==> src/rtl/boot_loader_if.sv <==
// Boot-port bundle between the UART byte stream, the loader and the CPU boot inputs.
// The master side feeds received bytes; the slave side (the loader) drives the CPU boot port.
interface boot_loader_if #(
  parameter int BITS  = 32,
  parameter int ADDRW = 14
);
  logic [7:0]      rx_data;
  logic            rx_rdy;
  logic [BITS-1:0] wdata_data;
  logic [ADDRW:0]  wdata_addr;
  logic [2:0]      dst;
  logic            bootloading;
  logic            boot_err;

  modport master (
    output rx_data, rx_rdy,
    input  wdata_data, wdata_addr, dst, bootloading, boot_err
  );

  modport slave (
    input  rx_data, rx_rdy,
    output wdata_data, wdata_addr, dst, bootloading, boot_err
  );
endinterface

==> src/rtl/boot_loader.sv <==
// Serial program loader: parses a UART byte stream into IMEM/DMEM word writes
// and holds the CPU in boot until the END command arrives.
module boot_loader #(
  parameter int BITS  = 32,
  parameter int ADDRW = 14
) (
  input  logic         clk,
  input  logic         rst_n,
  boot_loader_if.slave bus
);

  typedef enum logic [2:0] {
    ST_CMD,
    ST_CNT_LO,
    ST_CNT_HI,
    ST_DATA,
    ST_DONE
  } state_t;

  localparam logic [7:0] CMD_IMEM = 8'h01;
  localparam logic [7:0] CMD_DMEM = 8'h02;
  localparam logic [7:0] CMD_END  = 8'hFF;

  state_t          state_p0;
  logic            sel_imem_p0;
  logic [15:0]     cnt_p0;
  logic [ADDRW:0]  addr_p0;
  logic [1:0]      idx_p0;
  logic [BITS-1:0] word_p0;
  logic            bootloading_p0;
  logic            boot_err_p0;

  logic            vld_p1;
  logic [2:0]      dst_p1;
  logic [BITS-1:0] wdata_p1;
  logic [ADDRW:0]  waddr_p1;

  logic            strobe;
  logic            word_done;
  logic [BITS-1:0] word_full;

  function automatic logic [BITS-1:0] put_lane(input logic [BITS-1:0] w,
                                               input logic [1:0]      idx,
                                               input logic [7:0]      b);
    logic [BITS-1:0] r;
    r = w;
    r[{idx, 3'b000} +: 8] = b;
    return r;
  endfunction

  assign strobe    = bus.rx_rdy;
  assign word_done = strobe && (state_p0 == ST_DATA) && (idx_p0 == 2'd3);
  assign word_full = put_lane(word_p0, idx_p0, bus.rx_data);

  // stage p0: command parser, byte counter and section bookkeeping
  always_ff @(posedge clk or negedge rst_n) begin
    if (!rst_n) begin
      state_p0       <= ST_CMD;
      sel_imem_p0    <= 1'b0;
      cnt_p0         <= 16'd0;
      addr_p0        <= '0;
      idx_p0         <= 2'd0;
      bootloading_p0 <= 1'b1;
      boot_err_p0    <= 1'b0;
    end else if (strobe) begin
      case (state_p0)
        ST_CMD: begin
          if (bus.rx_data == CMD_IMEM || bus.rx_data == CMD_DMEM) begin
            sel_imem_p0 <= (bus.rx_data == CMD_IMEM);
            addr_p0     <= '0;
            state_p0    <= ST_CNT_LO;
          end else if (bus.rx_data == CMD_END) begin
            bootloading_p0 <= 1'b0;
            state_p0       <= ST_DONE;
          end else begin
            boot_err_p0 <= 1'b1;
          end
        end
        ST_CNT_LO: begin
          cnt_p0[7:0] <= bus.rx_data;
          state_p0    <= ST_CNT_HI;
        end
        ST_CNT_HI: begin
          cnt_p0[15:8] <= bus.rx_data;
          idx_p0       <= 2'd0;
          state_p0     <= ({bus.rx_data, cnt_p0[7:0]} == 16'd0) ? ST_CMD : ST_DATA;
        end
        ST_DATA: begin
          idx_p0 <= idx_p0 + 2'd1;
          if (idx_p0 == 2'd3) begin
            addr_p0 <= addr_p0 + 1'b1;
            cnt_p0  <= cnt_p0 - 16'd1;
            if (cnt_p0 == 16'd1) state_p0 <= ST_CMD;
          end
        end
        ST_DONE: state_p0 <= ST_DONE;
        default: state_p0 <= ST_CMD;
      endcase
    end
  end

  // Assembly register carries no control meaning; stale lanes are always overwritten.
  always_ff @(posedge clk) begin
    if (strobe && state_p0 == ST_DATA) word_p0 <= word_full;
  end

  // stage p1: registered write pulse, decoupled from the parser so the next byte is never lost
  always_ff @(posedge clk or negedge rst_n) begin
    if (!rst_n) begin
      vld_p1   <= 1'b0;
      dst_p1   <= 3'b000;
      wdata_p1 <= '0;
      waddr_p1 <= '0;
    end else begin
      vld_p1 <= word_done;
      if (word_done) begin
        dst_p1   <= {sel_imem_p0, ~sel_imem_p0, 1'b0};
        wdata_p1 <= word_full;
        waddr_p1 <= addr_p0;
      end else begin
        dst_p1 <= 3'b000;
      end
    end
  end

  assign bus.dst         = vld_p1 ? dst_p1 : 3'b000;
  assign bus.wdata_data  = wdata_p1;
  assign bus.wdata_addr  = waddr_p1;
  assign bus.bootloading = bootloading_p0;
  assign bus.boot_err    = boot_err_p0;

endmodule

==> src/flat_wrapper.sv <==
// flat-port wrapper written by rule: the top's interface ports become plain ports
module boot_loader_flat 
#(
  parameter int BITS  = 32,
  parameter int ADDRW = 14
)
  (clk, rst_n, bus_rx_data, bus_rx_rdy, bus_wdata_data, bus_wdata_addr, bus_dst, bus_bootloading, bus_boot_err);
  boot_loader_if #(.BITS(BITS), .ADDRW(ADDRW)) bus_i ();
  input  logic clk;
  input  logic rst_n;
  input wire logic [$bits(bus_i.rx_data)-1:0] bus_rx_data;
  input wire logic [$bits(bus_i.rx_rdy)-1:0] bus_rx_rdy;
  output wire logic [$bits(bus_i.wdata_data)-1:0] bus_wdata_data;
  output wire logic [$bits(bus_i.wdata_addr)-1:0] bus_wdata_addr;
  output wire logic [$bits(bus_i.dst)-1:0] bus_dst;
  output wire logic [$bits(bus_i.bootloading)-1:0] bus_bootloading;
  output wire logic [$bits(bus_i.boot_err)-1:0] bus_boot_err;
  assign bus_i.rx_data = bus_rx_data;
  assign bus_i.rx_rdy = bus_rx_rdy;
  assign bus_wdata_data = bus_i.wdata_data;
  assign bus_wdata_addr = bus_i.wdata_addr;
  assign bus_dst = bus_i.dst;
  assign bus_bootloading = bus_i.bootloading;
  assign bus_boot_err = bus_i.boot_err;
  boot_loader #(.BITS(BITS), .ADDRW(ADDRW)) u_core (.clk(clk), .rst_n(rst_n), .bus(bus_i));
endmodule
==> config.mk <==
export PLATFORM = sky130hd
export DESIGN_NAME = boot_loader_flat
export DESIGN_NICKNAME = d
export VERILOG_FILES = /design/src/rtl/boot_loader_if.sv /design/src/rtl/boot_loader.sv /design/src/flat_wrapper.sv
export SDC_FILE = /design/constraint.sdc
export NUM_CORES = 1
export LEC_CHECK = 0
export CORE_UTILIZATION = 56
export DETAILED_ROUTE_END_ITERATION = 7
export PLACE_DENSITY = 0.8
export REMOVE_ABC_BUFFERS = 1
export SETUP_SLACK_MARGIN = 0.5
export SYNTH_ARGS = -nofsm -noshare
export SYNTH_HDL_FRONTEND = slang
export SYNTH_SLANG_ARGS = --single-unit
==> constraint.sdc <==
create_clock -name clk -period 2.6 [get_ports clk]
set_input_delay 0.52 -clock clk [delete_from_list [all_inputs] [get_ports clk]]
set_output_delay 0.52 -clock clk [all_outputs]
set_load 0.05 [all_outputs]
; ---- Yosys cells after proc, flatten, opt, wreduce, memory -nomap -nowiden
; Cells that the tools add are included.
[classes]
add_sub_neg = 4
n_eq_ne = 13
shift = 2
muxes = 16
bitwise_logic = 3
reduce_logical = 16
[op_table]
columns = operator, count
row1 = 32-bit bitwise mux, 1
row2 = 8-bit case mux with 2 select lines, 2
row3 = "8-bit by 7-bit variable shift with 32-bit output, first input constant", 1
row4 = 8-bit by 7-bit indexed part select with 32-bit output, 1
row5 = 15-bit 2-to-1 mux, 2
row6 = 15-bit case mux with 2 select lines, 1
row7 = 3-bit 2-to-1 mux, 6
row8 = "16-bit by 1-bit == test with 1-bit output, second input constant", 1
row9 = 16-bit zero test, 1
row10 = 16-bit 2-to-1 mux, 1
row11 = 4-bit AND reduction, 4
row12 = "16-bit by 1-bit subtractor with 16-bit output, second input constant", 1
row13 = "15-bit by 1-bit adder with 15-bit output, second input constant", 1
row14 = 3-bit case mux with 5 select lines, 1
row15 = 3-bit AND reduction, 3
row16 = "8-bit by 1-bit == test with 1-bit output, second input constant", 1
row17 = "8-bit by 2-bit == test with 1-bit output, second input constant", 1
row18 = "8-bit == test, second input constant", 1
row19 = 5-bit negator with 7-bit output, 1
row20 = "3-bit by 2-bit == test with 1-bit output, second input constant", 2
row21 = 2-bit nonzero test, 3
row22 = "2-bit != test, second input constant", 2
row23 = 2-bit case mux with 2 select lines, 1
row24 = "3-bit by 1-bit == test with 1-bit output, second input constant", 1
row25 = 11 further kinds, 14
[totals]
regBits = 122
inputBits = 11
out_inout_bits = 52
word_cells = 67

; ---- Longest topological paths before layout
[logic_depth]
word_depth = 4
ltp_mapped = 7

; ---- Least setup slack after synthesis
; No wires, ideal clock.
[synth_timing]
path_type = input-to-reg
start = input bus_rx_data[4]
end = register u_core.addr_p0[14]
setup_ps = 126
t_arrival_ps = 1754
required_time_ps = 2474
slack_ps = 720
stages = 6
cell_sequence = buf_6 -> nor4_4 -> nand4_2 -> and2_4 -> buf_6 -> a221o_1
[synth_via]
elab_chain_len = 4
elab_cells_between_ends = 5
cone_classes = eq/ne (3) / reduce/logical (2)
[synth_rtl]
columns = element, line_no
row1 = from (decl), flat_wrapper.sv:11  ; input wire logic [$bits(bus_i.rx_data)-1:0] bus_rx_data;
row2 = 8-bit by 1-bit == test with 1-bit output or 8-bit by 2-bit == test with 1-bit output (tied branches), boot_loader.sv:68  ; if (bus.rx_data == CMD_IMEM || bus.rx_data == CMD_DMEM) begin
row3 = 1-bit logical OR *, boot_loader.sv:68
row4 = 2-bit by 1-bit != test with 1-bit output (no line) *, -
row5 = 4-bit AND reduction (no line) *, -
row6 = to (signal assigned), boot_loader.sv:91  ; addr_p0 <= addr_p0 + 1'b1;
row7 = to (decl), boot_loader.sv:27  ; logic [ADDRW:0] addr_p0;
; Mark *: on every way between the ends. The rest lies on a longest branch, timed or not.
; A chain may end at the register's enable or synchronous reset.

; ---- Worst setup path after layout
[layout_timing]
start = register u_core.vld_p1
end = output bus_dst[1]
[layout_via]
elab_chain_len = 1
[layout_rtl]
columns = element, line_no
row1 = from (decl), boot_loader.sv:33  ; logic vld_p1;
row2 = from (signal assigned), boot_loader.sv:115  ; vld_p1 <= word_done;
row3 = 3-bit 2-to-1 mux, boot_loader.sv:126  ; assign bus.dst = vld_p1 ? dst_p1 : 3'b000;
row4 = to (decl), flat_wrapper.sv:15  ; output wire logic [$bits(bus_i.dst)-1:0] bus_dst;
; Every way passes these cells.

==> impl_metrics.env <==
export IMPL_synth_top_cells_by_area="sky130_fd_sc_hd__dfrtp_1 40%, sky130_fd_sc_hd__edfxtp_1 13%, sky130_fd_sc_hd__nand2_1 7.0%, sky130_fd_sc_hd__o21ai_0 4.6%, sky130_fd_sc_hd__mux2_2 4.3%"
export IMPL_vias=4322
export IMPL_ys_async_sr_fraction=0.7876
export IMPL_min_path_type="flip-flop to flip-flop"
export IMPL_leakagePower_nw=3.276
export IMPL_postSynthAreaPerCell_um2=10.20
export IMPL_drt_wl_total_um=12830
export IMPL_pre_cts_ws_ns=0.2079
export IMPL_critical_path_top_delay_family="buffers and inverters"
export IMPL_route_detailed_vias_per_inst=5.770
export IMPL_cts_tree="yes"
export IMPL_worst_slack_ns=0.5893
export IMPL_layout_worst_path_cycle_share=0.7733
export IMPL_worst_r2r_startpoint="u_core.idx_p0[0]"
export IMPL_end_kind="output pin"
export IMPL_place_port_buffers=61
export IMPL_row_count=35
export IMPL_dpl_instance_area_um2=6276
export IMPL_worstSetupStartpointType="flip-flop"
export IMPL_mostFrequentLayoutCell="sky130_fd_sc_hd__nand2_1"
export IMPL_die_w_um=101.1
export IMPL_globalplace_congestion=0.8747
export IMPL_synth_distinct_cells=69
export IMPL_synth_seq_cells=113
export IMPL_maxSlewViolCount=0
export IMPL_global_route_overflow_total=0
export IMPL_finClkSkew_ns=0.01350
export IMPL_post_route_cells_drive_above_1_share=0.1565
export IMPL_post_route_minimum_period_ns=2.011
export IMPL_drt_pre_antenna_iters=6
export IMPL_postRouteAntennaNets=0
export IMPL_detail_route_iter0_violations=305
export IMPL_timing_critical_path_arrival_ns=1.49
export IMPL_netlist_instances=539
export IMPL_cp_cell_sequence="and2_1 -> dlygate4sd2_1"
export IMPL_area_growth_syn_to_layout_pct=24.14
export IMPL_grt_first_pass_wirelength_um=21100
export IMPL_irDropWorstVdd_uv=748.4
export IMPL_netlist_top_cell_by_area="sky130_fd_sc_hd__dfrtp_1"
export IMPL_ctsHtreeMaxLevel=4
export IMPL_hold_viol=0
export IMPL_fin_tns_setup_ns=0
export IMPL_synth_ff_type="sky130_fd_sc_hd__dfrtp_1"
export IMPL_core_region_area_um2=9371
export IMPL_startpoint="u_core.vld_p1"
export IMPL_number_of_global_route_vias_before_repair=4248
export IMPL_run_status="finished clean"
export IMPL_timing_worst_slew_pin_value_ns=0.7154
export IMPL_synth_top_cell_area_share=0.4005
export IMPL_crit_required_ns=2.08
export IMPL_drcViolationCount=0
export IMPL_dp_final_hpwl_um=8687
export IMPL_post_route_cell_area_um2=6827
export IMPL_floorplan_io_pins=63
export IMPL_max_freq_ghz=0.4973
export IMPL_cts_reportedPaths_clkPinSlew_ns=0.06
export IMPL_postcts_setup_bufs=0
export IMPL_critical_path_max_stage_delay_ns=0.53
export IMPL_hold_start="u_core.bus.wdata_addr[14]"
export IMPL_slew_headroom=0.5186
export IMPL_largest_net_degree_at_the_start_of_global_routing=35
export IMPL_root_cell_of_the_clock_tree="sky130_fd_sc_hd__clkbuf_8"
export IMPL_filler_cell_count=712
export IMPL_chipHeight_um=101.1
export IMPL_ys_warnings_count=0
export IMPL_floorplan_initialDensity=0.5868
export IMPL_rsz_0062_raised_after_global_routing="yes"
export IMPL_track_usage=0.2751
export IMPL_max_cap_violations=0
export IMPL_total_setup_violations_reported_at_the_end_of_the_flow=0
export IMPL_ratio_of_total_power_to_cell_area_nw_per_um2=1051
export IMPL_nets=627
export IMPL_timing_worst_setup_path_type="flip-flop to output pin"
export IMPL_synth_enable_flop_cells=24
export IMPL_tritoncts_num_buffers=17
export IMPL_setup_reg_to_reg_worst_slack_ns=0.61
export IMPL_layout_cells_most_common_list="102 x sky130_fd_sc_hd__nand2_1, 87 x sky130_fd_sc_hd__dfrtp_1, 51 x sky130_fd_sc_hd__o21ai_0, 50 x sky130_fd_sc_hd__dlygate4sd2_1, 31 x sky130_fd_sc_hd__inv_1"
export IMPL_crit_path_max_fanout=2
export IMPL_clk_path_buf_depth=2
export IMPL_clock_insertion_delay_worst_skew_ns=0.52
export IMPL_synth_yosys_seq_area_share=0.5363
export IMPL_diodes=0
export IMPL_design_die_area_um2=10220
export IMPL_initial_antenna_violation_count=0
export IMPL_routedWlPerCell_um=17.13
export IMPL_cts_sink_count=113
export IMPL_critical_path_buf_inv_count=1
export IMPL_critPathSlowestCell="sky130_fd_sc_hd__dlygate4sd2_1"
export IMPL_post_synth_instance_area_um2=5499
==> sequential cells by signal, indices dropped and copies added, names as in the netlist <==
signal / count
u_core.bus.wdata_addr: 15
u_core.sel_imem_p0: 1
u_core.word_p0: 24
u_core.cnt_p0: 16
u_core.state_p0: 3
u_core.bus.bootloading: 1
u_core.vld_p1: 1
u_core.addr_p0: 15
u_core.bus.wdata_data: 32
u_core.dst_p1: 2
u_core.idx_p0: 2
u_core.bus.boot_err: 1
==> cell usage after synthesis (3+ instances only) <==
cell type and count:
sky130_fd_sc_hd__buf_6 3, sky130_fd_sc_hd__buf_4 6, sky130_fd_sc_hd__dfrtp_1 88, sky130_fd_sc_hd__and3_1 7, sky130_fd_sc_hd__nand2_1 102, sky130_fd_sc_hd__clkbuf_1 17
sky130_fd_sc_hd__nor4_1 8, sky130_fd_sc_hd__mux2_1 5, sky130_fd_sc_hd__o21ai_0 51, sky130_fd_sc_hd__nor3_1 3, sky130_fd_sc_hd__a31oi_1 11, sky130_fd_sc_hd__buf_2 8
sky130_fd_sc_hd__nand3_1 13, sky130_fd_sc_hd__nor2_1 17, sky130_fd_sc_hd__mux2_2 21, sky130_fd_sc_hd__a22o_1 3, sky130_fd_sc_hd__o21a_1 4, sky130_fd_sc_hd__and4_1 3
sky130_fd_sc_hd__a21oi_1 18, sky130_fd_sc_hd__a211o_1 4, sky130_fd_sc_hd__and2_1 5, sky130_fd_sc_hd__inv_1 31, sky130_fd_sc_hd__edfxtp_1 24, sky130_fd_sc_hd__ha_1 9
sky130_fd_sc_hd__o22a_1 4, sky130_fd_sc_hd__or4_1 3, sky130_fd_sc_hd__a41oi_1 6, sky130_fd_sc_hd__nand4_1 8, sky130_fd_sc_hd__o21ai_1 3
==> logic make-up after synthesis <==
| group | synth area share |
|---|---|
| AND/OR/NAND/NOR | 0.1882 |
| AO/OA/AOI/OAI | 0.1413 |
| flip-flops | 0.5363 |
| buffers and inverters | 0.05643 |
| multiplexers | 0.05506 |
| adder cells (fa/ha/maj) | 0.02048 |
| other | 0.0006819 |
| XOR/XNOR | 0.001593 |
==> layout make-up <==
class | count | area, um^2 | share of cell area
Multi-Input combinational cell | 358 | 2255 | 0.3303
Clock inverter | 8 | 101.3 | 0.01485
Clock buffer | 24 | 490.5 | 0.07185
Timing Repair Buffer | 85 | 748.2 | 0.1096
Tap cell | 129 | 161.4 | 0.02364
Inverter | 32 | 120.1 | 0.01760
Sequential cell | 113 | 2950 | 0.4322
==> routing by layer <==
layer	track usage	wire, um	up-vias
li1	-	-	2056
met1	0.3440	5526	2089
met2	0.4558	6313	155
met3	0.06380	744	22
met4	0.1237	248	0
met5	0	0	-
==> final timing paths <==
path	end	cells past startpoint
max	bus_dst[1]	2
min	u_core.bus.wdata_addr[14]	2
max reg2reg	u_core.bus.wdata_data[23]	7
min reg2reg	u_core.bus.wdata_addr[14]	2
max in group asynchronous	u_core.bus.wdata_data[7]	3
min in group asynchronous	u_core.cnt_p0[6]	2
==> stage by stage <==
stage | total power (W) | util | hold slack (ns) | instances
after global routing | 0.007526 | 0.7284 | 0.4936 | 749
after CTS | 0.007157 | 0.7271 | 0.4708 | 749
after floorplan | 0.004136 | - | 0.2244 | 503
final | 0.007176 | 0.7284 | 0.4664 | 749
after global placement | 0.004878 | 0.6697 | 0.4584 | 716
after detailed placement | 0.004954 | 0.6697 | 0.4616 | 716
==> where the power goes <==
part | internal [W] | leakage, nW | switching [W] | total, W
Combinational | 0.000791 | 1.59 | 0.00149 | 0.00228
Sequential | 0.00226 | 1.40 | 0.000357 | 0.00261
Clock | 0.00149 | 0.288 | 0.000790 | 0.00228
Total | 0.00454 | 3.28 | 0.00264 | 0.00718
==> tightest hold or removal path, stage by stage (launching register included) <==
cell and delay (ns):
sky130_fd_sc_hd__dfrtp_1 0.33, sky130_fd_sc_hd__nand2_1 0.05, sky130_fd_sc_hd__nand2_1 0.05
==> repair_timing <==
item / 4_1_cts / 5_1_grt
hold endpoints to repair: 32 / 0
hold buffers: 1 / 0
setup endpoints to repair: 51 / 25
resized for setup: 51 / 6
No activity file was read; power rests on OpenSTA's default activity.
